## src/rtl/serial_wide_adder.sv

```systemverilog
// Multi-cycle WIDTH-bit adder that walks 2-bit chunks of the operands,
// LSB chunk first, through a single 2-bit gate-level adder slice.

module adder_slice2 (
   input  logic [1:0] a,
   input  logic [1:0] b,
   input  logic       cin,
   output logic [1:0] sum,
   output logic       cout
);
   logic c1_s;

   assign sum[0] = a[0] ^ b[0] ^ cin;
   assign c1_s   = (a[0] & b[0]) | (a[0] & cin) | (b[0] & cin);
   assign sum[1] = a[1] ^ b[1] ^ c1_s;
   assign cout   = (a[1] & b[1]) | (a[1] & c1_s) | (b[1] & c1_s);
endmodule

module serial_wide_adder #(
   parameter int WIDTH = 16
) (
   input  logic             clk,
   input  logic             rst,
   input  logic             start,
   input  logic [WIDTH-1:0] a,
   input  logic [WIDTH-1:0] b,
   input  logic             cin,
   output logic             busy,
   output logic             done,
   output logic [WIDTH-1:0] sum,
   output logic             cout
);
   localparam int N  = WIDTH / 2;
   localparam int CW = (N > 1) ? $clog2(N) : 1;
   localparam logic [CW-1:0] LAST = CW'(N - 1);

   typedef enum logic [1:0] {
      S_IDLE = 2'd0,
      S_RUN  = 2'd1,
      S_DONE = 2'd2
   } state_t;

   state_t           state_q, state_d;
   logic [WIDTH-1:0] a_q, a_d, b_q, b_d;
   logic [WIDTH-1:0] part_q, part_d;
   logic [WIDTH-1:0] sum_q, sum_d;
   logic [CW-1:0]    cnt_q, cnt_d;
   logic             carry_q, carry_d;
   logic             cout_q, cout_d;
   logic             busy_q, done_q;

   logic [1:0]       slice_sum_s;
   logic             slice_cout_s;
   logic [WIDTH+1:0] shift_cat_s;
   logic [WIDTH-1:0] part_shift_s;

   adder_slice2 u_slice (
      .a    (a_q[1:0]),
      .b    (b_q[1:0]),
      .cin  (carry_q),
      .sum  (slice_sum_s),
      .cout (slice_cout_s)
   );

   // New chunk enters at the top; concatenation keeps WIDTH=2 legal.
   assign shift_cat_s  = {slice_sum_s, part_q};
   assign part_shift_s = shift_cat_s[WIDTH+1:2];

   always_comb begin
      state_d = state_q;
      a_d     = a_q;
      b_d     = b_q;
      part_d  = part_q;
      sum_d   = sum_q;
      cnt_d   = cnt_q;
      carry_d = carry_q;
      cout_d  = cout_q;
      case (state_q)
         S_IDLE: begin
            if (start) begin
               a_d     = a;
               b_d     = b;
               carry_d = cin;
               part_d  = {WIDTH{1'b0}};
               cnt_d   = {CW{1'b0}};
               state_d = S_RUN;
            end else begin
               state_d = S_IDLE;
            end
         end
         S_RUN: begin
            a_d     = a_q >> 2;
            b_d     = b_q >> 2;
            part_d  = part_shift_s;
            carry_d = slice_cout_s;
            cnt_d   = cnt_q + {{(CW-1){1'b0}}, 1'b1};
            if (cnt_q == LAST) begin
               sum_d   = part_shift_s;
               cout_d  = slice_cout_s;
               cnt_d   = {CW{1'b0}};
               state_d = S_DONE;
            end else begin
               state_d = S_RUN;
            end
         end
         S_DONE: begin
            state_d = S_IDLE;
         end
         default: begin
            state_d = S_IDLE;
         end
      endcase
   end

   // busy/done are registered from the next state so they align with it.
   always_ff @(posedge clk) begin
      if (rst) begin
         state_q <= S_IDLE;
         a_q     <= {WIDTH{1'b0}};
         b_q     <= {WIDTH{1'b0}};
         part_q  <= {WIDTH{1'b0}};
         sum_q   <= {WIDTH{1'b0}};
         cnt_q   <= {CW{1'b0}};
         carry_q <= 1'b0;
         cout_q  <= 1'b0;
         busy_q  <= 1'b0;
         done_q  <= 1'b0;
      end else begin
         state_q <= state_d;
         a_q     <= a_d;
         b_q     <= b_d;
         part_q  <= part_d;
         sum_q   <= sum_d;
         cnt_q   <= cnt_d;
         carry_q <= carry_d;
         cout_q  <= cout_d;
         busy_q  <= (state_d == S_RUN);
         done_q  <= (state_d == S_DONE);
      end
   end

   assign busy = busy_q;
   assign done = done_q;
   assign sum  = sum_q;
   assign cout = cout_q;
endmodule

```

## config.mk

```make
export PLATFORM = sky130hd
export DESIGN_NAME = serial_wide_adder
export DESIGN_NICKNAME = d
export VERILOG_FILES = /design/src/rtl/serial_wide_adder.sv
export SDC_FILE = /design/constraint.sdc
export NUM_CORES = 1
export LEC_CHECK = 0
export ABC_AREA = 1
export ABC_CLOCK_PERIOD_IN_PS = 3600
export CAP_MARGIN = 20
export CORE_ASPECT_RATIO = 1.1
export CORE_MARGIN = 8
export CORE_UTILIZATION = 25
export DETAILED_ROUTE_END_ITERATION = 10
export GPL_TIMING_DRIVEN = 0
export PLACE_DENSITY_LB_ADDON = 0.25
export SKIP_LAST_GASP = 1
export SLEW_MARGIN = 20
export SYNTH_ARGS = -nofsm -noshare
export SYNTH_HDL_FRONTEND = slang
export SYNTH_SLANG_ARGS = --single-unit
```

## constraint.sdc

```tcl
create_clock -name clk -period 3.6 [get_ports clk]
set_input_delay 0.72 -clock clk [delete_from_list [all_inputs] [get_ports clk]]
set_output_delay 0.72 -clock clk [all_outputs]
set_load 0.005 [all_outputs]
```

==> flow_summary.toml <==
[grt]
grt_util_met1_pct = 12.0
busiest_layer = "met2"
grt_util_met3_pct = 3.74
grt_pass1_vias = 2734
grt_max_degree = 12
grt_first_pass_wirelength_mm = 13.1
grt_overflow = 0
grtUsageTotal_pct = 10.4
met2_usage_pct = 17.9
antenna_found_initial = 0

[synthesis]
syn_inst = 439
yosys-top-cells-count = "nand2_1 (163), dfxtp_1 (71), nor2_1 (67)"
ys_seq_area_share_pct = 47.5
synth_cell_type_count = 20
synth_top_area_share_pct = 47.5
ys_seq_elements = 71
synthArstFlopShare_pct = 0
synth-edff-count = 0
yosys_warnings = 0
synth_most_common_cell = "nand2_1"
synth_top_cell_by_area = "dfxtp_1"
synth.top_cells.by_area = "dfxtp_1 (47%), nand2_1 (20%), nor2_1 (8.4%)"
syn_area_per_cell_um2 = 6.82
syn_area_um2 = 2990
synth_fp_nets = 479
synth_ff_type = "dfxtp_1"

[floorplan]
core_area_um2 = 11900
rows = 42
die_w_um = 120
dieArea_um2 = 15700
ioPinCount = 55
initial_utilization_pct = 25.2
die_h_um = 131

[setup_path]
required_ps = 3870
critPathMaxFanout = 10
cp-end-kind = "flop"
cp_data_arrival_time_ps = 2210
crit_type = "in2reg"
startpoint_type = "input pin"

[sta]
setup_violations = 0
finalHoldViolCount = 0
tns_ps = 0
finalClockSkew_ps = 4.89
tightestPinTransition_ps = 579
slew_headroom_pct = 61.4
drv_slew = 0
rsz0062_at_grt = "false"
min_period_over_period_pct = 54.0
holdWs_ps = 461
final.min_clock_period_ps = 1950
max_freq_mhz = 514

[clock_network]
clk_pin_slew_ps = 50
clock-sinks = 71
post_cts_buffers = 0
cts_tree = "done"
ctsRootBufferMaster = "clkbuf_16"
cts_resized = 0
worstSkewPairLatency_ps = 320
clk_path_buf_depth = 2
cts_hold_buffers = 0
h-tree-depth = 3
cts_buffers = 9

[routing]
drt_iter0_markers = 179
wl_mm = 7.95
wl_per_cell_um = 12.0
vias = 2786
dr.pass1.iters = 4
post-route-drc-count = 0
vias_per_cell = 4.21
ant_nets = 0

[placed_design]
gp_congestion = 0.740
dp_hpwl_mm = 5.69
port_buffers = 54

[worst_hold_path]
hold_class = "reg2reg"

[cells_and_area]
drive_gt1_share_pct = 7.48
layout.nets = 544
antenna_cells = 0
synthToLayoutAreaGrowth_pct = 34.4

[power_and_ir_drop]
peakVddDrop_v = 0.000278
power_density_nw_per_um2 = 485
leakagePower_nw = 1.77

[run]
maxCapViolCount = 0

[status]
status = "finished, final reports clean"
[report_power, final]
part           switching, mW  internal, mW  total, mW  leakage [nW]
clock network          0.315         0.566      0.881         0.151
registers             0.0131         0.824      0.837         0.581
logic                  0.136        0.0982      0.234          1.04
[placed cells by master (no fill, tap or decap), types with 3 or more instances in the layout]
cell and n:
clkinv_2 3, a21oi_1 21, dfxtp_1 71, inv_2 3
nand3_1 16, o21ai_0 28, nand2_1 163, clkbuf_1 9
nor2_1 67, clkdlybuf4s50_1 54, buf_4 3, buf_2 10
inv_1 35, clkbuf_16 9
[final timing paths]
| path | slack [ps] | to | depth (start not counted) | start |
|---|---|---|---|---|
| setup reg to reg | 1840 | part_q[15] | 5 | a_q[0] |
| setup / recovery | 1650 | sum[10] | 6 | rst |
| hold reg to reg | 460 | sum[7] | 2 | part_q[9] |
| hold / removal | 460 | sum[7] | 2 | part_q[9] |
[state kept, by name, indices dropped and copies added, names as in the netlist]
register and flops:
state_q 2, a_q 16, busy 1, b_q 16, done 1, carry_q 1, sum 16, cnt_q 3
part_q 14, cout 1
[cell type report]
type	instances	area [um^2]
clock buffer	11	253
sequential	71	1420
tap	154	193
fill	1327	7850
timing repair buffer	54	541
inverter	38	143
buffer	24	123
clock inverter	4	45.0
multi-input combinational	306	1310
[metrics by stage]
stage               area [um^2]  worst slack (ps)  cells  power, mW  utilization, %
global placement           3730              1340    647       1.09            31.4
floorplan                  2990              1960    439      0.998               -
detailed placement         3730              1320    647       1.09            31.4
CTS                        4030              1630    662       1.98            33.9
finish                     4030              1650    662       1.95            33.9
global route               4030              1540    662       2.05            33.9
[cells by family after synthesis]
kind of cell	share of synthesized area, %
AO/OA/AOI/OAI	8.98
flip-flops	47.5
AND/OR/NAND/NOR	32.5
adder cells (fa/ha/maj)	2.17
buffers and inverters	8.86
[per-layer routing]
metal | up-vias | part of all wire (%)
met5 | - | 0
li1 | 1465 | -
met2 | 56 | 48
met1 | 1249 | 45
met4 | 0 | 1.4
met3 | 16 | 5.7
[worst max-delay path: stages]
cell,delay (ps)
clkdlybuf4s50_1,490
inv_1,130
buf_4,190
clkbuf_1,460
nand3_1,140
nand2_1,90
No activity file was read; power rests on OpenSTA's default activity.
